<file path="src/rtl/muldiv_unit_if.sv">
// Request/response bundle between the MIPS controller and the multiply/divide unit.
// The controller side drives the request; the unit returns status, HI/LO and the mfhi/mflo read data.
interface muldiv_unit_if #(
    parameter int WIDTH = 32
);
    logic             start;
    logic [5:0]       funct;
    logic [WIDTH-1:0] a;
    logic [WIDTH-1:0] b;
    logic             busy;
    logic             done;
    logic [WIDTH-1:0] hi;
    logic [WIDTH-1:0] lo;
    logic [WIDTH-1:0] rd_data;

    modport master (
        output start, funct, a, b,
        input  busy, done, hi, lo, rd_data
    );

    modport slave (
        input  start, funct, a, b,
        output busy, done, hi, lo, rd_data
    );
endinterface

</file>
<file path="src/rtl/muldiv_unit.sv">
// Iterative MIPS multiply/divide unit with HI/LO registers.
// Each multiply or divide takes one shift-add or restoring step per cycle on operand magnitudes.
module muldiv_unit #(
    parameter int WIDTH     = 32,
    parameter bit SIGNED_EN = 1'b1
) (
    input logic          clk,
    input logic          rst_n,
    muldiv_unit_if.slave bus
);
    localparam int CNT_W = $clog2(WIDTH + 1);

    localparam logic [5:0] F_MFHI  = 6'b010000;
    localparam logic [5:0] F_MTHI  = 6'b010001;
    localparam logic [5:0] F_MTLO  = 6'b010011;
    localparam logic [5:0] F_MULT  = 6'b011000;
    localparam logic [5:0] F_MULTU = 6'b011001;
    localparam logic [5:0] F_DIV   = 6'b011010;
    localparam logic [5:0] F_DIVU  = 6'b011011;

    typedef enum logic [1:0] {
        S_IDLE,
        S_CALC,
        S_FIX,
        S_DONE
    } state_t;

    state_t             state_q, state_d;
    logic [CNT_W-1:0]   cnt_q, cnt_d;
    logic [WIDTH-1:0]   acc_hi_q, acc_hi_d;
    logic [WIDTH-1:0]   acc_lo_q, acc_lo_d;
    logic [WIDTH-1:0]   mcand_q, mcand_d;
    logic               is_div_q, is_div_d;
    logic               neg_res_q, neg_res_d;
    logic               neg_rem_q, neg_rem_d;
    logic               div0_q, div0_d;
    logic [WIDTH-1:0]   hi_q, hi_d;
    logic [WIDTH-1:0]   lo_q, lo_d;

    logic               op_signed;
    logic               a_neg;
    logic               b_neg;
    logic [WIDTH-1:0]   a_mag;
    logic [WIDTH-1:0]   b_mag;
    logic [WIDTH:0]     mul_sum;
    logic [WIDTH:0]     rem_shift;
    logic [WIDTH:0]     div_diff;
    logic [2*WIDTH-1:0] prod;
    logic [WIDTH-1:0]   quot;
    logic [WIDTH-1:0]   rem;

    always_comb begin
        state_d   = state_q;
        cnt_d     = cnt_q;
        acc_hi_d  = acc_hi_q;
        acc_lo_d  = acc_lo_q;
        mcand_d   = mcand_q;
        is_div_d  = is_div_q;
        neg_res_d = neg_res_q;
        neg_rem_d = neg_rem_q;
        div0_d    = div0_q;
        hi_d      = hi_q;
        lo_d      = lo_q;

        op_signed = SIGNED_EN && (bus.funct == F_MULT || bus.funct == F_DIV);
        a_neg     = op_signed & bus.a[WIDTH-1];
        b_neg     = op_signed & bus.b[WIDTH-1];
        a_mag     = a_neg ? ({WIDTH{1'b0}} - bus.a) : bus.a;
        b_mag     = b_neg ? ({WIDTH{1'b0}} - bus.b) : bus.b;
        mul_sum   = {1'b0, acc_hi_q} + (acc_lo_q[0] ? {1'b0, mcand_q} : {(WIDTH+1){1'b0}});
        rem_shift = {acc_hi_q, acc_lo_q[WIDTH-1]};
        div_diff  = rem_shift - {1'b0, mcand_q};
        prod      = neg_res_q ? ({(2*WIDTH){1'b0}} - {acc_hi_q, acc_lo_q}) : {acc_hi_q, acc_lo_q};
        quot      = neg_res_q ? ({WIDTH{1'b0}} - acc_lo_q) : acc_lo_q;
        rem       = neg_rem_q ? ({WIDTH{1'b0}} - acc_hi_q) : acc_hi_q;

        case (state_q)
            S_IDLE: begin
                if (bus.start) begin
                    case (bus.funct)
                        F_MULT, F_MULTU, F_DIV, F_DIVU: begin
                            // Divide keeps the divisor in mcand and shifts dividend bits out of acc_lo.
                            is_div_d  = bus.funct[1];
                            neg_res_d = a_neg ^ b_neg;
                            neg_rem_d = a_neg;
                            div0_d    = (bus.b == {WIDTH{1'b0}});
                            mcand_d   = bus.funct[1] ? b_mag : a_mag;
                            acc_lo_d  = bus.funct[1] ? a_mag : b_mag;
                            acc_hi_d  = {WIDTH{1'b0}};
                            cnt_d     = CNT_W'(WIDTH);
                            state_d   = S_CALC;
                        end
                        F_MTHI:  hi_d = bus.a;
                        F_MTLO:  lo_d = bus.a;
                        default: ;
                    endcase
                end
            end
            S_CALC: begin
                cnt_d = cnt_q - CNT_W'(1);
                if (cnt_q == CNT_W'(1)) begin
                    state_d = S_FIX;
                end
                if (is_div_q) begin
                    if (!div_diff[WIDTH]) begin
                        acc_hi_d = div_diff[WIDTH-1:0];
                        acc_lo_d = {acc_lo_q[WIDTH-2:0], 1'b1};
                    end else begin
                        acc_hi_d = rem_shift[WIDTH-1:0];
                        acc_lo_d = {acc_lo_q[WIDTH-2:0], 1'b0};
                    end
                end else begin
                    acc_hi_d = mul_sum[WIDTH:1];
                    acc_lo_d = {mul_sum[0], acc_lo_q[WIDTH-1:1]};
                end
            end
            S_FIX: begin
                // A zero divisor leaves the dividend in the remainder; only the quotient needs forcing.
                if (is_div_q) begin
                    lo_d = div0_q ? {WIDTH{1'b1}} : quot;
                    hi_d = rem;
                end else begin
                    hi_d = prod[2*WIDTH-1:WIDTH];
                    lo_d = prod[WIDTH-1:0];
                end
                state_d = S_DONE;
            end
            S_DONE: state_d = S_IDLE;
            default: state_d = S_IDLE;
        endcase
    end

    always_ff @(posedge clk) begin
        if (!rst_n) begin
            state_q   <= S_IDLE;
            cnt_q     <= '0;
            acc_hi_q  <= '0;
            acc_lo_q  <= '0;
            mcand_q   <= '0;
            is_div_q  <= 1'b0;
            neg_res_q <= 1'b0;
            neg_rem_q <= 1'b0;
            div0_q    <= 1'b0;
            hi_q      <= '0;
            lo_q      <= '0;
        end else begin
            state_q   <= state_d;
            cnt_q     <= cnt_d;
            acc_hi_q  <= acc_hi_d;
            acc_lo_q  <= acc_lo_d;
            mcand_q   <= mcand_d;
            is_div_q  <= is_div_d;
            neg_res_q <= neg_res_d;
            neg_rem_q <= neg_rem_d;
            div0_q    <= div0_d;
            hi_q      <= hi_d;
            lo_q      <= lo_d;
        end
    end

    assign bus.busy    = (state_q != S_IDLE);
    assign bus.done    = (state_q == S_DONE);
    assign bus.hi      = hi_q;
    assign bus.lo      = lo_q;
    assign bus.rd_data = (bus.funct == F_MFHI) ? hi_q : lo_q;
endmodule

</file>
<file path="src/flat_wrapper.sv">
// flat-port wrapper written by rule: the top's interface ports become plain ports
module muldiv_unit_flat 
#(
    parameter int WIDTH     = 32,
    parameter bit SIGNED_EN = 1'b1
)
  (clk, rst_n, bus_start, bus_funct, bus_a, bus_b, bus_busy, bus_done, bus_hi, bus_lo, bus_rd_data);
  muldiv_unit_if #(.WIDTH(WIDTH)) bus_i ();
  input logic clk;
  input logic rst_n;
  input wire logic [$bits(bus_i.start)-1:0] bus_start;
  input wire logic [$bits(bus_i.funct)-1:0] bus_funct;
  input wire logic [$bits(bus_i.a)-1:0] bus_a;
  input wire logic [$bits(bus_i.b)-1:0] bus_b;
  output wire logic [$bits(bus_i.busy)-1:0] bus_busy;
  output wire logic [$bits(bus_i.done)-1:0] bus_done;
  output wire logic [$bits(bus_i.hi)-1:0] bus_hi;
  output wire logic [$bits(bus_i.lo)-1:0] bus_lo;
  output wire logic [$bits(bus_i.rd_data)-1:0] bus_rd_data;
  assign bus_i.start = bus_start;
  assign bus_i.funct = bus_funct;
  assign bus_i.a = bus_a;
  assign bus_i.b = bus_b;
  assign bus_busy = bus_i.busy;
  assign bus_done = bus_i.done;
  assign bus_hi = bus_i.hi;
  assign bus_lo = bus_i.lo;
  assign bus_rd_data = bus_i.rd_data;
  muldiv_unit #(.WIDTH(WIDTH), .SIGNED_EN(SIGNED_EN)) u_core (.clk(clk), .rst_n(rst_n), .bus(bus_i));
endmodule
</file>
<file path="config.mk">
export PLATFORM = sky130hd
export DESIGN_NAME = muldiv_unit_flat
export DESIGN_NICKNAME = d
export VERILOG_FILES = /design/src/rtl/muldiv_unit_if.sv /design/src/rtl/muldiv_unit.sv /design/src/flat_wrapper.sv
export SDC_FILE = /design/constraint.sdc
export NUM_CORES = 1
export LEC_CHECK = 0
export ABC_CLOCK_PERIOD_IN_PS = 3970
export BUFFER_PORTS_ARGS = -buffer_cell sky130_fd_sc_hd__clkbuf_2
export CAP_MARGIN = 20
export CORE_ASPECT_RATIO = 1.25
export CORE_MARGIN = 3
export CORE_UTILIZATION = 45
export CTS_BUF_LIST = sky130_fd_sc_hd__clkbuf_2
export DETAILED_ROUTE_END_ITERATION = 8
export PLACE_DENSITY = 0.67
export SYNTH_ARGS = -nofsm -noshare
export SYNTH_HDL_FRONTEND = slang
export SYNTH_SLANG_ARGS = --single-unit
</file>
<file path="constraint.sdc">
create_clock -name clk -period 3.97 [get_ports clk]
set_input_delay 0.397 -clock clk [delete_from_list [all_inputs] [get_ports clk]]
set_output_delay 0.397 -clock clk [all_outputs]
set_load 0.02 [all_outputs]
</file>
Word level (Yosys, flattened, before mapping)
Index checks and enable logic that the tools add are counted.
{ "totals": {"elab_cells": 85, "n_memories": 0, "mem_bits_ro": 0, "input_bits": 73, "latchBits": 0, "ram_bits": 0, "regBits": 172} }
{ "classes": {"n_mux": 35, "order_cmp": 0, "n_shift": 0, "div_mod_pow": 0, "n_mul": 0, "add_sub_neg": 8, "n_reduce_logical": 12, "eq_ne": 16, "bitwise": 3} }
{ "ops": {"columns": ["op", "count"], "rows": [
  ["$mux W32", 22],
  ["$pmux W32 S2", 4],
  ["$sub A1 B32 Y32 const A", 4],
  ["$mux W64", 1],
  ["$sub A1 B64 Y64 const A", 1],
  ["$eq A6 B5 Y1 const B", 7],
  ["$add A32 B33 Y33", 1],
  ["$sub A33 B32 Y33", 1],
  ["$logic_not A32 Y1", 1],
  ["$reduce_and A3 Y1", 5],
  ["$mux W6", 2],
  ["$pmux W6 S2", 1],
  ["$ne A2 B2 Y1 const B", 4],
  ["$pmux W2 S4", 1],
  ["$eq A6 B1 Y1 const B", 1],
  ["$mux W2", 3],
  ["$reduce_bool A2 Y1", 3],
  ["$sub A6 B1 Y6 const B", 1],
  ["$eq A2 B2 Y1 const B", 2],
  ["$reduce_or A4 Y1", 1],
  ["$and A1 B1 Y1", 2],
  ["$eq A2 B1 Y1 const B", 1],
  ["$logic_not A2 Y1", 1],
  ["$ne A2 B1 Y1 const B", 1],
  ["3 further kinds", 3]
]} }

Logic depth before layout (Yosys ltp)
Gate-level depths: netlist of run 1.
{ "depth": {"word_depth": 8, "mapped_depth": 14, "ltp_nobuf": 13} }

Worst setup path before layout of run 1
No wires, ideal clock.
{ "synth_timing": {"path_type": "reg2reg", "from": "register u_core.acc_lo_q[31]", "to": "register u_core.acc_hi_q[26]", "arrival_time_ns": 3.137, "required_ns": 3.854, "setup_ns": 0.116, "path_stages_with_launch": 15, "slack_ns": 0.716, "synth_period_minus_slack_ns": 3.254, "path_buffers": 2, "cell_sequence": "dfxtp_1 -> inv_1 -> ha_1 -> fa_1 -> nand2b_1 -> a21oi_1 -> o211ai_1 -> nand2_1 -> a211oi_1 -> a21oi_1 -> or2_2 -> clkbuf_1 -> buf_2 -> nand3_1 -> a41o_1"} }
{ "synth_via": {"elab_chain_cells": 4} }
{ "synth_lines": {"columns": ["item", "line_no", "rtl"], "rows": [
  ["start, declared", "muldiv_unit.sv:31", "logic [WIDTH-1:0] acc_lo_q, acc_lo_d;"],
  ["start signal, assigned", "muldiv_unit.sv:150", "acc_lo_q <= acc_lo_d;"],
  ["$sub A33 B32 Y33", "muldiv_unit.sv:72", "div_diff = rem_shift - {1'b0, mcand_q};"],
  ["$mux W32", "muldiv_unit.sv:105", "if (!div_diff[WIDTH]) begin"],
  ["$mux W32", "muldiv_unit.sv:104", "if (is_div_q) begin"],
  ["$pmux W32 S2", "muldiv_unit.sv:77", "case (state_q)"],
  ["end signal, assigned", "muldiv_unit.sv:149", "acc_hi_q <= acc_hi_d;"],
  ["end, declared", "muldiv_unit.sv:30", "logic [WIDTH-1:0] acc_hi_q, acc_hi_d;"]
]} }
No other way between the ends.
A chain may end at the register's enable or synchronous reset.

Final worst setup path of run 1
{ "layout_timing": {"from": "register u_core.acc_lo_q[0]", "to": "register u_core.acc_hi_q[24]"} }
{ "layout_via": {"elab_chain_cells": 4} }
{ "layout_lines": {"columns": ["item", "line_no", "rtl"], "rows": [
  ["$mux W32", "muldiv_unit.sv:70", "mul_sum = {1'b0, acc_hi_q} + (acc_lo_q[0] ? {1'b0, mcand_q} : {(WIDTH+1){1'b0}});"],
  ["$add A32 B33 Y33", "muldiv_unit.sv:70", null],
  ["$mux W32", "muldiv_unit.sv:104", null],
  ["$pmux W32 S2", "muldiv_unit.sv:77", null]
]} }
No other way between the ends.

==> impl_metrics.csv, run 1 <==
group,metric,value,unit
routing,via_count,16900,
critical_path,rr_worst_depth,14,
logic_synthesis,synth_seq_area_share,0.225,
cts,cts.path.max_buffers,2,
critical_path,cp-startpoint,"u_core.acc_lo_q[0]",
routing,vias_per_cell,6.32,
logic_synthesis,syn-num-nets,2235,
power_and_ir_drop,p_leak,7.44,nW
cts,cts_sinks,172,
critical_path,r2r_end,"u_core.acc_hi_q[24]",
routing,ant_nets,0,
place,dp_slack,0.432,ns
place,dp_cells,2609,
power_and_ir_drop,sw_frac_of_total,0.489,
critical_path,cp.required,4.78,ns
timing,period_share,0.911,
cts,root_buffer,"clkbuf_2",
final_layout,final_common_cell,"a21oi_1",
routing,drt_iter0_markers,1921,
floorplan,die-area,36300,sq um
timing,finalSetupViolCount,0,
cts,cts_tree,"yes",
floorplan,core_region_area,33100,sq um
grt,grtUsageMet1,0.391,
routing,drcViolationCount,0,
place,place_congestion,0.976,
critical_path,arrival,4.43,ns
timing,rsz0062_at_grt,"false",
floorplan,ios,171,
timing,skew,0.0850,ns
final_layout,layout.nets,2384,
floorplan,die_h,212,um
timing,fin_crit,3.62,ns
floorplan,rows,74,
routing,wl_per_cell,23.2,um
timing,finalWorstSetupSlack,0.354,ns
power_and_ir_drop,pwr-share-comb,0.493,
critical_path,crit_fanout,12,
final_layout,stdcell_area,17300,sq um
grt,grt_pass1_wl,92300,um
grt,grt_use_met2,0.567,
timing,hold_ws,0.0405,ns
power_and_ir_drop,peakVddDrop,0.000657,V
logic_synthesis,synthArstFlopShare,0,
logic_synthesis,synth_edf_count,0,
timing,setup_tns,0,ns
final_layout,final_cells,2666,
cts,cts-resized-gates,0,
cts,h-tree-depth,4,
status,status,"finished, final reports clean",
final_layout,syn_to_final_growth,12.7,%
grt,busiest_layer,"met2",
place,dp_hpwl,48700,um
logic_synthesis,synth_area,15300,sq um
logic_synthesis,synth_seq_cells,172,
routing,firstDrtPassIters,8,
timing,worstMarginPinSlew,1.18,ns
job,drv_cap,0,
power_and_ir_drop,power.switching,3.27,mW
critical_path,cp-end-kind,"flop",
cts,clock_latency,0.89,ns
grt,grt_pass1_vias,15800,
grt,met3_usage,0.0435,
power_and_ir_drop,power_density,387,nW/um^2
logic_synthesis,yosysUniqueCellTypes,87,
logic_synthesis,syn_inst,2085,
final_layout,final_util,0.521,
power_and_ir_drop,power.total,6.69,mW
critical_path,regToRegSetupSlack,0.35,ns
cts,cts_buffers,17,
cts,cts_setup_buffers,0,
timing,hold_violations,0,
floorplan,dieWidth,171,um
power_and_ir_drop,clock_power_share,0.160,
grt,grt_antenna_before_repair,1,
power_and_ir_drop,seqPwrFrac,0.347,
grt,grt-ovfl-total,0,
timing,drv_slew,0,
worst_hold_path,holdCritPathClass,"input port to flop",
floorplan,start_util,0.463,
grt,track_usage,0.331,
final_layout,layout_common_cells,"a21oi_1 (215), nand2_1 (208), clkbuf_2 (187)",
timing,slew_headroom,0.211,
grt,grt_max_degree,92,
critical_path,regToRegStartpoint,"u_core.acc_lo_q[0]",
timing,max_freq,277,MHz
critical_path,cp-start-kind,"flop",
cts,clk_pin_slew_worst_paths,0.34,ns
logic_synthesis,syn-mean-instance-area,7.36,sq um
critical_path,critPathKind,"flop to flop",
final_layout,final_layout_size_suffix_gt1_frac,0.164,
logic_synthesis,yosys_warnings,0,
critical_path,cp-endpoint,"u_core.acc_hi_q[24]",
place,placed_cell_area,16800,sq um
logic_synthesis,synthFlopType,"dfxtp_1",
power_and_ir_drop,p_int,3.42,mW
place,io_buffers,170,
routing,drt_wl_total,61900,um
==> critical path: stages (launching register included) <==
cell and delay, ns:
dfxtp_1 0.41, inv_1 0.29, buf_4 0.29, nor2_1 0.06
ha_1 0.37, a21oi_1 0.09, o21ai_0 0.35, nand2_1 0.13
a31oi_1 0.41, o21ai_0 0.19, a211oi_1 0.27, buf_4 0.19
nor4_1 0.06, a2111o_1 0.39, o211ai_1 0.10
==> logic make-up (layout without fill, tap and decap cells) <==
| family | after synthesis | in the layout | synth area share |
|---|---|---|---|
| adders and majority gates | 77 | 77 | 0.0638 |
| and+or+nand+nor | 644 | 644 | 0.197 |
| DFF | 172 | 172 | 0.225 |
| muxes | 109 | 109 | 0.0758 |
| other | 0 | 1 | 0 |
| AOI/OAI and AO/OA | 701 | 701 | 0.290 |
| buffers and inverters | 218 | 380 | 0.0548 |
| xor gates and xnor gates | 164 | 164 | 0.0937 |
==> worst min path at each step <==
stage | from | endpoint | slack [ns] | cells past startpoint
after floorplan | u_core.mcand_q[22] | u_core.mcand_q[22] | 0.43 | 2
after global placement | u_core.mcand_q[3] | u_core.mcand_q[3] | 0.44 | 2
after detailed placement | u_core.mcand_q[7] | u_core.mcand_q[7] | 0.45 | 2
after CTS | bus_b[30] | u_core.acc_lo_q[30] | 0.02 | 4
after global routing | bus_a[19] | u_core.bus.lo[19] | 0.002 | 3
final | bus_b[30] | u_core.acc_lo_q[30] | 0.04 | 4
==> Yosys cell counts (all sizes together) (6+ instances only) <==
cell type | count | share of area
or3 | 16 | 0.0065
o221ai | 25 | 0.014
nor3 | 48 | 0.016
o21bai | 8 | 0.0039
or4 | 13 | 0.0071
inv | 78 | 0.019
a311oi | 6 | 0.0034
ha | 75 | 0.061
buf | 19 | 0.0061
o31ai | 23 | 0.011
mux2i | 52 | 0.034
o41ai | 9 | 0.0061
nor2b | 13 | 0.0053
xor2 | 63 | 0.036
nand3 | 46 | 0.015
a211o | 11 | 0.0063
o31a | 7 | 0.0040
nor4 | 23 | 0.0094
clkbuf | 119 | 0.029
xnor2 | 101 | 0.058
a31oi | 29 | 0.012
nand2b | 19 | 0.0077
o211ai | 25 | 0.012
nor2 | 186 | 0.046
a21o | 45 | 0.022
and3 | 15 | 0.0061
nand4 | 10 | 0.0041
and2 | 9 | 0.0037
o21a | 15 | 0.0073
or2 | 9 | 0.0037
mux2 | 57 | 0.042
a21oi | 216 | 0.070
a22oi | 20 | 0.0098
nand2 | 208 | 0.051
a211oi | 47 | 0.023
dfxtp | 172 | 0.22
o21ai | 164 | 0.054
==> timing repair <==
action,CTS,global route
hold buffers,24,0
hold endpoints to repair,29,0
setup endpoints to repair,0,0
==> power groups by stage <==
stage	Clock, mW	Sequential, mW	Combinational [mW]
6_report	1.07	2.32	3.30
5_1_grt	1.12	2.34	3.54
4_1_cts	1.07	2.30	3.21
3_5_place_dp	0	2.33	3.18
3_3_place_gp	0	2.32	3.14
2_1_floorplan	0	2.16	2.19
==> state kept, by name (all words and copies together), names as in the netlist <==
name / flops
u_core.acc_hi_q: 32
u_core.acc_lo_q: 32
u_core.bus.hi: 32
u_core.bus.lo: 32
u_core.cnt_q: 6
u_core.div0_q: 1
u_core.is_div_q: 1
u_core.mcand_q: 32
u_core.neg_rem_q: 1
u_core.neg_res_q: 1
u_core.state_q: 2
==> area by class of cell <==
cell class | instances | area (sq um)
fillers | 3325 | 15900
clock inverters | 15 | 191
flip-flops and latches | 172 | 3440
repair buffers | 268 | 1660
clock buffers | 17 | 85.1
diodes | 1 | 2.50
inverters | 80 | 300
multi-input cells | 1695 | 11100
well taps | 418 | 523
==> per-layer routing <==
| metal | wire length (um) | up-vias |
|---|---|---|
| li1 | - | 7897 |
| met1 | 23400 | 7918 |
| met2 | 29800 | 831 |
| met3 | 4270 | 206 |
| met4 | 4440 | 0 |
| met5 | 0 | - |
No activity file was read; power rests on OpenSTA's default activity.
==> run 2, diff against run 1 <==
--- a/config.mk
+++ b/config.mk
@@ -5,15 +5,16 @@
 export SDC_FILE = /design/constraint.sdc
 export NUM_CORES = 1
 export LEC_CHECK = 0
-export ABC_CLOCK_PERIOD_IN_PS = 3970
-export BUFFER_PORTS_ARGS = -buffer_cell sky130_fd_sc_hd__clkbuf_2
+export ABC_AREA = 1
+export ABC_CLOCK_PERIOD_IN_PS = 3700
 export CAP_MARGIN = 20
 export CORE_ASPECT_RATIO = 1.25
 export CORE_MARGIN = 3
 export CORE_UTILIZATION = 45
 export CTS_BUF_LIST = sky130_fd_sc_hd__clkbuf_2
 export DETAILED_ROUTE_END_ITERATION = 8
-export PLACE_DENSITY = 0.67
+export DONT_BUFFER_PORTS = 1
+export PLACE_DENSITY = 0.63
 export SYNTH_ARGS = -nofsm -noshare
 export SYNTH_HDL_FRONTEND = slang
 export SYNTH_SLANG_ARGS = --single-unit
==> constraint.sdc (replaced) <==
create_clock -name clk -period 3.7 [get_ports clk]
set_input_delay 0.37 -clock clk [delete_from_list [all_inputs] [get_ports clk]]
set_output_delay 0.37 -clock clk [all_outputs]
set_load 0.02 [all_outputs]
==> impl_metrics.csv, run 2 <==
group,metric,value,unit
routing,wl_per_cell,21.4,um
power_and_ir_drop,clock_power_share,0.125,
cts,clk_pin_slew_worst_paths,0.34,ns
logic_synthesis,synth_seq_cells,172,
final_layout,final_cells,4070,
routing,drt_iter0_markers,2330,
timing,hold_violations,0,
critical_path,crit_chain,"inv_1, ha_1, nand3_1, nor2_2, buf_4, inv_1, nor2_4, buf_4, a22oi_1, o21ai_1, dlygate4sd3_1, nand2_1, dlygate4sd3_1, inv_1",
critical_path,cp-startpoint,"u_core.state_q[0]",
worst_hold_path,holdCritPathClass,"input port to flop",
timing,skew,0.0565,ns
final_layout,final_common_cell,"nand2_1",
routing,ant_nets,0,
final_layout,layout.nets,3647,
final_layout,syn_to_final_growth,9.42,%
critical_path,critical-path-slowest-cell,"dlygate4sd3_1",
routing,wl_met2,38700,um
logic_synthesis,syn-mean-instance-area,5.58,sq um
critical_path,cp.required,4.57,ns
cts,clock_latency,0.89,ns
power_and_ir_drop,p_leak,10.8,nW
grt,grt_pass1_vias,22000,
grt,grt_pass1_wl,130000,um
logic_synthesis,netlist_top_cells_count,"nand2_1 (978), inv_1 (500), nor2_1 (386)",
place,dp_cells,3934,
routing,firstDrtPassIters,9,
final_layout,layout_common_cells,"nand2_1 (978), inv_1 (498), nor2_1 (386)",
grt,grt-ovfl-total,0,
critical_path,arrival,4.40,ns
critical_path,crit_fanout,22,
place,dp_hpwl,69200,um
job,drv_cap,0,
critical_path,regToRegStartpoint,"u_core.state_q[0]",
final_layout,stdcell_area,21100,sq um
cts,cts.path.max_buffers,2,
routing,wl_met1,32100,um
critical_path,regToRegSetupSlack,0.16,ns
logic_synthesis,synth.most_common_cell,"nand2_1",
routing,drt_wl_total,87300,um
logic_synthesis,yosys_warnings,0,
grt,grt_antenna_before_repair,3,
logic_synthesis,yosys.area.top_type,"nand2_1",
timing,period_share,0.956,
logic_synthesis,synth_area,19300,sq um
critical_path,critical_path_depth,14,
power_and_ir_drop,sw_frac_of_total,0.577,
routing,highest_layer,"met5",
logic_synthesis,synth_area_leaders,"nand2_1 (19%), dfxtp_1 (18%), inv_1 (9.7%)",
critical_path,cp-start-kind,"flop",
timing,finalSetupViolCount,0,
logic_synthesis,synthArstFlopShare,0,
critical_path,cp-end-kind,"flop",
cts,cts_buffers,17,
critical_path,cp-endpoint,"u_core.mcand_q[8]",
power_and_ir_drop,p_int,3.91,mW
power_and_ir_drop,pwr-share-comb,0.567,
floorplan,die-area,45400,sq um
routing,drcViolationCount,0,
critical_path,critPathKind,"flop to flop",
floorplan,core_region_area,42100,sq um
floorplan,ios,171,
critical_path,crit_family,"buffers and inverters",
critical_path,crit_top_cell,"inv_1",
floorplan,dieWidth,191,um
place,place_congestion,1.10,
logic_synthesis,synth_top_area_frac,0.190,
floorplan,die_h,237,um
cts,cts_sinks,172,
grt,grt_max_degree,124,
power_and_ir_drop,power.switching,5.34,mW
routing,vias_per_cell,5.79,
power_and_ir_drop,power_density,439,nW/um^2
floorplan,start_util,0.457,
critical_path,rr_worst_depth,14,
timing,fin_crit,3.54,ns
power_and_ir_drop,seqPwrFrac,0.308,
power_and_ir_drop,peakVddDrop,0.000712,V
grt,track_usage,0.372,
timing,drv_slew,0,
timing,max_freq,283,MHz
status,status,"finished, final reports clean",
logic_synthesis,synth_edf_count,0,
logic_synthesis,syn-num-nets,3605,
power_and_ir_drop,power.total,9.25,mW
critical_path,cp.buffers_inverters,7,
routing,via_count,23600,
cts,root_buffer,"clkbuf_2",
routing,dr_wl_met3,7060,um
floorplan,rows,84,
final_layout,final_layout_size_suffix_gt1_frac,0.0772,
cts,h-tree-depth,4,
logic_synthesis,syn_inst,3455,
critical_path,r2r_end,"u_core.mcand_q[8]",
logic_synthesis,synth_seq_area_share,0.179,
timing,slew_headroom,0.334,
logic_synthesis,yosysUniqueCellTypes,57,
place,io_buffers,0,
place,placed_cell_area,19800,sq um
logic_synthesis,synthFlopType,"dfxtp_1",
timing,setup_tns,0,ns
timing,worstMarginPinSlew,0.999,ns
critical_path,slowest_delay,0.57,ns
timing,rsz0062_at_grt,"false",
cts,cts_tree,"yes",
run 2: cell count changes in the layout (fill, tap and decap cells not counted), sizes merged, moves of 40 or more:
cell / before / now
a211oi: 47 / 2
a21o: 45 / 5
nor2: 186 / 403
nand3: 46 / 306
clkbuf: 187 / 18
nand4: 10 / 53
o21ai: 164 / 264
xnor2: 101 / 17
inv: 86 / 519
a21oi: 216 / 267
dlygate4sd3: 24 / 97
mux2i: 52 / 0
nand2: 208 / 1026
run 2: how the worst min path moves through the flow:
stage	from	endpoint	slack, ns	depth (start not counted)
3_3_place_gp	u_core.cnt_q[2]	u_core.cnt_q[2]	0.45	2
5_1_grt	bus_a[17]	u_core.mcand_q[19]	0.07	8
4_1_cts	bus_a[17]	u_core.mcand_q[19]	0.002	8
6_report	bus_a[17]	u_core.acc_lo_q[19]	0.07	7
3_5_place_dp	u_core.cnt_q[2]	u_core.cnt_q[2]	0.47	2
2_1_floorplan	u_core.cnt_q[2]	u_core.cnt_q[2]	0.44	2
run 2: logic make-up after synthesis:
logic type | after synthesis | share of synthesized area
adder cells (fa/ha/maj) | 77 | 0.0508
flip-flops | 172 | 0.179
multiplexers | 32 | 0.0187
AND/OR/NAND/NOR | 1850 | 0.412
buffers and inverters | 645 | 0.132
XOR/XNOR | 67 | 0.0304
AO/OA/AOI/OAI | 612 | 0.177
run 2: per-layer routing:
layer / vias up / global-route usage
li1: 11200 / -
met2: 1263 / 0.595
met1: 10700 / 0.427
met3: 383 / 0.0611
met4: 2 / 0.327
met5: - / 0
run 2: power by group through the flow:
stage	Clock (mW)	Sequential, mW	Combinational [mW]
finish	1.16	2.84	5.25
global route	1.22	2.88	5.69
CTS	1.16	2.83	5.13
detailed placement	0	2.86	4.94
global placement	0	2.85	4.89
floorplan	0	2.68	3.64
run 2: tightest hold or removal path, stage by stage:
cell and delay, ns:
nor2_1 0.05, nand2_1 0.08, nand2_1 0.05, nand2_1 0.07, nand3_1 0.07, nand3_1 0.19
a21oi_1 0.09
run 2: final cells by class:
| cell class | instances | area [sq um] |
|---|---|---|
| repair inverters | 1 | 5.00 |
| flip-flops and latches | 172 | 3450 |
| fillers | 4621 | 21100 |
| repair buffers | 150 | 1420 |
| clock inverters | 15 | 178 |
| multi-input cells | 2638 | 13300 |
| clock buffers | 17 | 85.1 |
| well taps | 559 | 699 |
| inverters | 517 | 1950 |
| diodes | 1 | 2.50 |
run 2: metrics by stage:
stage / setup slack, ns / hold WS [ns] / utilization
5_1_grt: 0.0235 / 0.0707 / 0.500
3_5_place_dp: 0.583 / 0.474 / 0.469
2_1_floorplan: 1.14 / 0.438 / -
4_1_cts: 0.102 / 0.00203 / 0.499
3_3_place_gp: 0.548 / 0.448 / 0.469
6_report: 0.162 / 0.0698 / 0.500
run 2: repair_timing:
action,4_1_cts,5_1_grt
endpoints found under the hold margin,144,0
endpoints found under the setup margin,0,1
hold buffers,98,0
gates resized for setup,0,2
buffers inserted,0,3
